==> config.mk <==
export PLATFORM = sky130hd
export DESIGN_NAME = uart_core_flat
export DESIGN_NICKNAME = d
export VERILOG_FILES = /design/src/rtl/uart_core_if.sv /design/src/rtl/uart_core.sv /design/src/flat_wrapper.sv
export SDC_FILE = /design/constraint.sdc
export NUM_CORES = 1
export LEC_CHECK = 0
export ABC_CLOCK_PERIOD_IN_PS = 4100
export CELL_PAD_IN_SITES_DETAIL_PLACEMENT = 1
export CELL_PAD_IN_SITES_GLOBAL_PLACEMENT = 2
export CORE_MARGIN = 1.5
export CORE_UTILIZATION = 40
export CTS_CLUSTER_DIAMETER = 40
export DETAILED_ROUTE_END_ITERATION = 10
export PLACE_DENSITY = 0.93
export SYNTH_ARGS = -nofsm -noshare
export SYNTH_HDL_FRONTEND = slang
export SYNTH_SLANG_ARGS = --single-unit
==> constraint.sdc <==
create_clock -name clk -period 4.1 [get_ports clk]
set_clock_uncertainty 0.15 [all_clocks]
set_input_delay 0.41 -clock clk [delete_from_list [all_inputs] [get_ports clk]]
set_output_delay 0.41 -clock clk [all_outputs]
set_load 0.005 [all_outputs]
==> src/rtl/uart_core_if.sv <==
// Byte-side and serial-line bundle for uart_core.
// The core takes the slave view; the user logic (or a bench) takes the master view.
interface uart_core_if;
   logic       tx_req;
   logic [7:0] tx_data;
   logic       rx;
   logic       tx;
   logic [7:0] rx_data;
   logic       tx_ready;
   logic       rx_ready;
   logic       frame_err;

   modport master (
      output tx_req, tx_data, rx,
      input  tx, rx_data, tx_ready, rx_ready, frame_err
   );

   modport slave (
      input  tx_req, tx_data, rx,
      output tx, rx_data, tx_ready, rx_ready, frame_err
   );
endinterface

==> src/rtl/uart_core.sv <==
// Full-duplex 8-bit UART: 1 start, 8 data LSB first, 1 stop; independent TX and RX FSMs.
// Define UART_CORE_PARITY_EN to add an even parity bit after bit 7 on both directions.
module uart_core #(
   parameter int CLKS_PER_BIT = 434
) (
   input  logic        clk,
   input  logic        reset,
   uart_core_if.slave  bus
);

   localparam logic [15:0] BIT_LAST  = 16'(CLKS_PER_BIT - 1);
   localparam logic [15:0] HALF_LAST = 16'((CLKS_PER_BIT / 2) - 1);

`ifdef UART_CORE_PARITY_EN
   typedef enum logic [2:0] {TX_IDLE, TX_START, TX_DATA, TX_PARITY, TX_STOP} tx_state_t;
   typedef enum logic [2:0] {RX_IDLE, RX_START, RX_DATA, RX_PARITY, RX_STOP} rx_state_t;
`else
   typedef enum logic [2:0] {TX_IDLE, TX_START, TX_DATA, TX_STOP} tx_state_t;
   typedef enum logic [2:0] {RX_IDLE, RX_START, RX_DATA, RX_STOP} rx_state_t;
`endif

   // ------------------------------------------------------------------
   // Transmitter
   // ------------------------------------------------------------------
   tx_state_t   tx_state_reg, tx_state_next;
   logic [15:0] tx_cnt_reg, tx_cnt_next;
   logic [2:0]  tx_idx_reg, tx_idx_next;
   logic [7:0]  tx_shift_reg, tx_shift_next;
   logic        tx_line_reg, tx_line_next;
   logic        tx_done;
   logic        tx_cnt_zero;
`ifdef UART_CORE_PARITY_EN
   logic        tx_par_reg, tx_par_next;
`endif

   assign tx_cnt_zero = (tx_cnt_reg == 16'd0);

   always_ff @(posedge clk or posedge reset) begin
      if (reset) begin
         tx_state_reg <= TX_IDLE;
         tx_cnt_reg   <= 16'd0;
         tx_idx_reg   <= 3'd0;
         tx_shift_reg <= 8'h00;
         tx_line_reg  <= 1'b1;
`ifdef UART_CORE_PARITY_EN
         tx_par_reg   <= 1'b0;
`endif
      end else begin
         tx_state_reg <= tx_state_next;
         tx_cnt_reg   <= tx_cnt_next;
         tx_idx_reg   <= tx_idx_next;
         tx_shift_reg <= tx_shift_next;
         tx_line_reg  <= tx_line_next;
`ifdef UART_CORE_PARITY_EN
         tx_par_reg   <= tx_par_next;
`endif
      end
   end

   // The serial line is registered: each state loads the level of the next bit
   // on the edge that ends the current one, so tx never glitches.
   always_comb begin
      tx_state_next = tx_state_reg;
      tx_cnt_next   = tx_cnt_reg;
      tx_idx_next   = tx_idx_reg;
      tx_shift_next = tx_shift_reg;
      tx_line_next  = tx_line_reg;
      tx_done       = 1'b0;
`ifdef UART_CORE_PARITY_EN
      tx_par_next   = tx_par_reg;
`endif
      case (tx_state_reg)
         TX_IDLE: begin
            tx_line_next = 1'b1;
            if (bus.tx_req) begin
               tx_shift_next = bus.tx_data;
`ifdef UART_CORE_PARITY_EN
               tx_par_next   = ^bus.tx_data;
`endif
               tx_cnt_next   = BIT_LAST;
               tx_idx_next   = 3'd0;
               tx_line_next  = 1'b0;
               tx_state_next = TX_START;
            end
         end
         TX_START: begin
            if (tx_cnt_zero) begin
               tx_cnt_next   = BIT_LAST;
               tx_line_next  = tx_shift_reg[0];
               tx_state_next = TX_DATA;
            end else begin
               tx_cnt_next = tx_cnt_reg - 16'd1;
            end
         end
         TX_DATA: begin
            if (tx_cnt_zero) begin
               tx_cnt_next = BIT_LAST;
               if (tx_idx_reg == 3'd7) begin
`ifdef UART_CORE_PARITY_EN
                  tx_line_next  = tx_par_reg;
                  tx_state_next = TX_PARITY;
`else
                  tx_line_next  = 1'b1;
                  tx_state_next = TX_STOP;
`endif
               end else begin
                  tx_idx_next   = tx_idx_reg + 3'd1;
                  tx_shift_next = {1'b0, tx_shift_reg[7:1]};
                  tx_line_next  = tx_shift_reg[1];
               end
            end else begin
               tx_cnt_next = tx_cnt_reg - 16'd1;
            end
         end
`ifdef UART_CORE_PARITY_EN
         TX_PARITY: begin
            if (tx_cnt_zero) begin
               tx_cnt_next   = BIT_LAST;
               tx_line_next  = 1'b1;
               tx_state_next = TX_STOP;
            end else begin
               tx_cnt_next = tx_cnt_reg - 16'd1;
            end
         end
`endif
         TX_STOP: begin
            // tx_ready is decoded here so it marks the last stop-bit cycle itself.
            if (tx_cnt_zero) begin
               tx_done       = 1'b1;
               tx_state_next = TX_IDLE;
            end else begin
               tx_cnt_next = tx_cnt_reg - 16'd1;
            end
         end
         default: begin
            tx_line_next  = 1'b1;
            tx_state_next = TX_IDLE;
         end
      endcase
   end

   assign bus.tx       = tx_line_reg;
   assign bus.tx_ready = tx_done;

   // ------------------------------------------------------------------
   // Receiver
   // ------------------------------------------------------------------
   logic        sync_a_reg, sync_b_reg;
   logic        rx_line;
   rx_state_t   rx_state_reg, rx_state_next;
   logic [15:0] rx_cnt_reg, rx_cnt_next;
   logic [2:0]  rx_idx_reg, rx_idx_next;
   logic [7:0]  rx_shift_reg, rx_shift_next;
   logic [7:0]  rx_data_reg, rx_data_next;
   logic        rx_ready_reg, rx_ready_next;
   logic        frame_err_reg, frame_err_next;
   logic        rx_armed_reg, rx_armed_next;
   logic        rx_cnt_zero;
   logic        rx_par_ok;
`ifdef UART_CORE_PARITY_EN
   logic        rx_par_reg, rx_par_next;
`endif

   assign rx_line     = sync_b_reg;
   assign rx_cnt_zero = (rx_cnt_reg == 16'd0);

`ifdef UART_CORE_PARITY_EN
   assign rx_par_ok = ((^rx_shift_reg) == rx_par_reg);
`else
   assign rx_par_ok = 1'b1;
`endif

   always_ff @(posedge clk or posedge reset) begin
      if (reset) begin
         sync_a_reg    <= 1'b1;
         sync_b_reg    <= 1'b1;
         rx_state_reg  <= RX_IDLE;
         rx_cnt_reg    <= 16'd0;
         rx_idx_reg    <= 3'd0;
         rx_shift_reg  <= 8'h00;
         rx_data_reg   <= 8'h00;
         rx_ready_reg  <= 1'b0;
         frame_err_reg <= 1'b0;
         rx_armed_reg  <= 1'b0;
`ifdef UART_CORE_PARITY_EN
         rx_par_reg    <= 1'b0;
`endif
      end else begin
         sync_a_reg    <= bus.rx;
         sync_b_reg    <= sync_a_reg;
         rx_state_reg  <= rx_state_next;
         rx_cnt_reg    <= rx_cnt_next;
         rx_idx_reg    <= rx_idx_next;
         rx_shift_reg  <= rx_shift_next;
         rx_data_reg   <= rx_data_next;
         rx_ready_reg  <= rx_ready_next;
         frame_err_reg <= frame_err_next;
         rx_armed_reg  <= rx_armed_next;
`ifdef UART_CORE_PARITY_EN
         rx_par_reg    <= rx_par_next;
`endif
      end
   end

   // rx_armed keeps a line stuck low after a bad frame from looking like a new start bit.
   always_comb begin
      rx_state_next  = rx_state_reg;
      rx_cnt_next    = rx_cnt_reg;
      rx_idx_next    = rx_idx_reg;
      rx_shift_next  = rx_shift_reg;
      rx_data_next   = rx_data_reg;
      rx_ready_next  = 1'b0;
      frame_err_next = 1'b0;
      rx_armed_next  = rx_armed_reg | rx_line;
`ifdef UART_CORE_PARITY_EN
      rx_par_next    = rx_par_reg;
`endif
      case (rx_state_reg)
         RX_IDLE: begin
            if (!rx_line && rx_armed_reg) begin
               rx_cnt_next   = HALF_LAST;
               rx_state_next = RX_START;
            end
         end
         RX_START: begin
            if (rx_cnt_zero) begin
               if (rx_line) begin
                  rx_state_next = RX_IDLE;
               end else begin
                  rx_cnt_next   = BIT_LAST;
                  rx_idx_next   = 3'd0;
                  rx_state_next = RX_DATA;
               end
            end else begin
               rx_cnt_next = rx_cnt_reg - 16'd1;
            end
         end
         RX_DATA: begin
            if (rx_cnt_zero) begin
               rx_shift_next = {rx_line, rx_shift_reg[7:1]};
               rx_cnt_next   = BIT_LAST;
               if (rx_idx_reg == 3'd7) begin
`ifdef UART_CORE_PARITY_EN
                  rx_state_next = RX_PARITY;
`else
                  rx_state_next = RX_STOP;
`endif
               end else begin
                  rx_idx_next = rx_idx_reg + 3'd1;
               end
            end else begin
               rx_cnt_next = rx_cnt_reg - 16'd1;
            end
         end
`ifdef UART_CORE_PARITY_EN
         RX_PARITY: begin
            if (rx_cnt_zero) begin
               rx_par_next   = rx_line;
               rx_cnt_next   = BIT_LAST;
               rx_state_next = RX_STOP;
            end else begin
               rx_cnt_next = rx_cnt_reg - 16'd1;
            end
         end
`endif
         RX_STOP: begin
            if (rx_cnt_zero) begin
               rx_state_next = RX_IDLE;
               if (rx_line && rx_par_ok) begin
                  rx_data_next  = rx_shift_reg;
                  rx_ready_next = 1'b1;
               end else begin
                  frame_err_next = 1'b1;
                  rx_armed_next  = 1'b0;
               end
            end else begin
               rx_cnt_next = rx_cnt_reg - 16'd1;
            end
         end
         default: begin
            rx_state_next = RX_IDLE;
         end
      endcase
   end

   assign bus.rx_data   = rx_data_reg;
   assign bus.rx_ready  = rx_ready_reg;
   assign bus.frame_err = frame_err_reg;

endmodule

==> src/flat_wrapper.sv <==
// flat-port wrapper written by rule: the top's interface ports become plain ports
module uart_core_flat 
#(
   parameter int CLKS_PER_BIT = 434
)
  (clk, reset, bus_tx_req, bus_tx_data, bus_rx, bus_tx, bus_rx_data, bus_tx_ready, bus_rx_ready, bus_frame_err);
  uart_core_if bus_i ();
  input  logic clk;
  input  logic reset;
  input wire logic [$bits(bus_i.tx_req)-1:0] bus_tx_req;
  input wire logic [$bits(bus_i.tx_data)-1:0] bus_tx_data;
  input wire logic [$bits(bus_i.rx)-1:0] bus_rx;
  output wire logic [$bits(bus_i.tx)-1:0] bus_tx;
  output wire logic [$bits(bus_i.rx_data)-1:0] bus_rx_data;
  output wire logic [$bits(bus_i.tx_ready)-1:0] bus_tx_ready;
  output wire logic [$bits(bus_i.rx_ready)-1:0] bus_rx_ready;
  output wire logic [$bits(bus_i.frame_err)-1:0] bus_frame_err;
  assign bus_i.tx_req = bus_tx_req;
  assign bus_i.tx_data = bus_tx_data;
  assign bus_i.rx = bus_rx;
  assign bus_tx = bus_i.tx;
  assign bus_rx_data = bus_i.rx_data;
  assign bus_tx_ready = bus_i.tx_ready;
  assign bus_rx_ready = bus_i.rx_ready;
  assign bus_frame_err = bus_i.frame_err;
  uart_core #(.CLKS_PER_BIT(CLKS_PER_BIT)) u_core (.clk(clk), .reset(reset), .bus(bus_i));
endmodule
==> results.sh <==
export IMPL_setup_viol=0
export IMPL_critical_path_reg2reg_startpoint="u_core.tx_cnt_reg[1]"
export IMPL_rows=35
export IMPL_first_iter_violations=74
export IMPL_area_delta_synth_final_pct=13.6
export IMPL_relSlewSlack=0.259
export IMPL_boundaryPins=24
export IMPL_drv_slew=0
export IMPL_cts_max_level=3
export IMPL_cp_startpoint="u_core.tx_cnt_reg[11]"
export IMPL_post_cts_repair_setup_buffers=0
export IMPL_final_nets=416
export IMPL_cts_made_buffers=9
export IMPL_synth_area_mm2=0.00385
export IMPL_gr_usage_all_layers=0.188
export IMPL_cp_num_buf_inv=1
export IMPL_clk_insertion_delay_late_ns=0.34
export IMPL_ys_seq_elements=72
export IMPL_arrival_ns=2.47
export IMPL_die_height_um=101
export IMPL_drtPass1Iterations=4
export IMPL_timing_reg2reg_worst_path_depth=7
export IMPL_synth_warning_count=0
export IMPL_cpPeakStageDelay_ns=0.58
export IMPL_cts_root_to_sink_buffers=2
export IMPL_diodes=0
export IMPL_hold_fails_final_rpt=0
export IMPL_post_synth_top_cells="sky130_fd_sc_hd__dfrtp_1, sky130_fd_sc_hd__nor2_1, sky130_fd_sc_hd__a21oi_1"
export IMPL_synth_edff_count=0
export IMPL_preCtsSetupSlack_ns=1.31
export IMPL_worstSetupStartpointType="flip-flop"
export IMPL_rsz_0062_raised_after_global_routing="no"
export IMPL_synth_seq_area_share=0.469
export IMPL_tritoncts="yes"
export IMPL_viasPerCell=5.74
export IMPL_run_status="completed"
export IMPL_end_kind="output port"
export IMPL_p_leak_uw=0.00193
export IMPL_hold_bufs_inserted_after_cts=0
export IMPL_timing_hold_worst_path_depth=0
export IMPL_critical_path_peak_fanout=5
export IMPL_gp_congestion=0.821
export IMPL_crit_path_cell_trace="or4_4 -> or2_4 -> nor4_1 -> clkdlybuf4s50_1"
export IMPL_synthMostInstantiatedCell="sky130_fd_sc_hd__dfrtp_1"
export IMPL_syn_num_nets=393
export IMPL_place_detailed_hpwl_mm=6.42
export IMPL_first_pass_grt_wire_length_mm=15.3
export IMPL_routed_wl_mm=8.87
export IMPL_grt_antenna_before_repair=0
export IMPL_worstMarginPinSlew_ns=1.10
export IMPL_hp_class="reg2reg"
export IMPL_pwr_density_cell_mw_per_mm2=738
export IMPL_min_period_over_period=0.739
export IMPL_synth_area_leaders="sky130_fd_sc_hd__dfrtp_1, sky130_fd_sc_hd__mux2_2, sky130_fd_sc_hd__ha_1"
export IMPL_use_met1=0.243
export IMPL_cts_repair_resized=0
export IMPL_place_port_buffers=23
export IMPL_min_delay_start="u_core.sync_a_reg"
export IMPL_rr_endpoint="u_core.tx_idx_reg[0]"
export IMPL_effective_utilization_at_floorplan=0.415
export IMPL_critPathKind="reg2out"
export IMPL_worst_ir_drop_vdd_mv=0.308
export IMPL_synthCells=367
export IMPL_clockRootBuffer="sky130_fd_sc_hd__clkbuf_8"
export IMPL_met2_usage=0.317
export IMPL_syn_area_per_cell_um2=10.5
export IMPL_most_crowded_layer_after_global_routing="met2"
export IMPL_post_dr_wirelength_cell_um=16.9
export IMPL_post_route_worst_setup_slack_ns=1.07
export IMPL_netlist_top_cell_by_area="sky130_fd_sc_hd__dfrtp_1"
export IMPL_grt_max_degree=30
export IMPL_most_used_flip_flop_cell_after_synthesis="sky130_fd_sc_hd__dfrtp_1"
export IMPL_post_route_drc_violation_count=0
export IMPL_rrSetupSlack_ns=1.26
export IMPL_die_x_um=101
export IMPL_period_needed_ns=3.03
export IMPL_fp_coreArea_mm2=0.00928
export IMPL_synth_lib_cells_used_distinct=57
export IMPL_min_delay_worst_endpoint="u_core.rx_line"
export IMPL_critPathSlowestCell="sky130_fd_sc_hd__or4_4"
export IMPL_detailroute_via_count=3010
export IMPL_fraction_of_registers_with_async_set_reset=1.00
export IMPL_tritoncts_num_sinks=72
export IMPL_ant_nets=0
export IMPL_required_ns=3.54
export IMPL_clk_transition_reported_paths_ns=0.09
export IMPL_yosys_area_top_type_share=0.448
export IMPL_die_area_mm2=0.0102
export IMPL_globalRouteOverflowTotal=0
export IMPL_grtUsageMet3=0.0354
export IMPL_timing_max_cap_violations=0
export IMPL_fin_setup_tns_ns=0
export IMPL_number_of_global_route_vias_before_repair=3135
export IMPL_final_layout_size_suffix_gt1_frac=0.142
export IMPL_critical_path_top_delay_family="simple AND/OR/NAND/NOR gates"
export IMPL_max_freq_mhz=330
-- power breakdown --
part           switching, µW  internal [µW]
combinational            985            664
sequential               167            897
clock                    279            238
total                   1430           1800
-- metal layers --
layer | part of all wire | vias to the layer above
met3 | 0.028 | 19
li1 | - | 1411
met2 | 0.49 | 56
met4 | 0.022 | 0
met5 | 0 | -
met1 | 0.46 | 1524
-- cell usage in the layout, fill, tap and decap left out, types with 3 or more instances in the layout --
cell type,n
sky130_fd_sc_hd__o31ai_1,3
sky130_fd_sc_hd__a31oi_1,11
sky130_fd_sc_hd__a21o_1,10
sky130_fd_sc_hd__a21oi_1,30
sky130_fd_sc_hd__xor2_1,4
sky130_fd_sc_hd__mux2i_1,8
sky130_fd_sc_hd__nor2_1,31
sky130_fd_sc_hd__dfrtp_1,69
sky130_fd_sc_hd__a22o_1,5
sky130_fd_sc_hd__nor4_1,7
sky130_fd_sc_hd__inv_1,11
sky130_fd_sc_hd__nand3_1,6
sky130_fd_sc_hd__a211oi_1,4
sky130_fd_sc_hd__a2111oi_0,6
sky130_fd_sc_hd__or3_1,6
sky130_fd_sc_hd__nand2b_1,5
sky130_fd_sc_hd__and2_1,3
sky130_fd_sc_hd__or2_2,5
sky130_fd_sc_hd__nand3b_1,3
sky130_fd_sc_hd__dfstp_2,3
sky130_fd_sc_hd__nand2_1,17
sky130_fd_sc_hd__o21a_1,3
sky130_fd_sc_hd__o21ai_0,7
sky130_fd_sc_hd__xnor2_1,10
sky130_fd_sc_hd__o22a_1,7
sky130_fd_sc_hd__clkbuf_8,10
sky130_fd_sc_hd__o22ai_1,4
sky130_fd_sc_hd__clkdlybuf4s50_1,23
sky130_fd_sc_hd__nor3_1,8
sky130_fd_sc_hd__nand4_1,4
sky130_fd_sc_hd__ha_1,14
sky130_fd_sc_hd__mux2_2,20
-- how the worst max path moves through the flow --
stage,end,slack [ns],depth (start not counted)
floorplan,u_core.bus.frame_err,1.72,1
global placement,u_core.bus.rx_data[7],1.40,6
detailed placement,u_core.tx_idx_reg[0],1.31,7
CTS,bus_tx_ready,1.06,4
global route,bus_tx_ready,0.98,4
finish,bus_tx_ready,1.07,4
-- logic make-up after synthesis --
family          synth area share
compound gates             0.192
xor+xnor                  0.0318
fa+ha+maj                 0.0455
buf+inv                   0.0276
flops                      0.469
mux                       0.0793
simple gates               0.155
-- cell type report --
cell class	instances	area, µm²
fillers	1044	4910
multi-input cells	270	1940
flip-flops and latches	72	1810
repair buffers	25	245
well taps	129	161
clock buffers	10	138
inverters	12	45.0
clock inverters	6	42.5
-- through the flow --
stage | utilization | area (µm²) | hold slack [ns] | cells | power (µW)
final | 0.471 | 4380 | 0.209 | 524 | 3230
after global routing | 0.471 | 4380 | 0.223 | 524 | 3490
after CTS | 0.471 | 4380 | 0.210 | 524 | 3250
after detailed placement | 0.452 | 4200 | 0.197 | 508 | 2710
after global placement | 0.452 | 4200 | 0.195 | 508 | 2630
after floorplan | - | 3850 | 0.195 | 367 | 2330
-- worst register-to-register path, delay by kind of cell, from the launching register on --
| kind | cells | cell delay (ns) |
|---|---|---|
| mux | 1 | 0.30 |
| simple gates | 3 | 0.94 |
| flops | 1 | 0.39 |
| fa+ha+maj | 1 | 0.26 |
| buf+inv | 1 | 0.09 |
| compound gates | 1 | 0.60 |
Power figures use the tool's default switching activity.
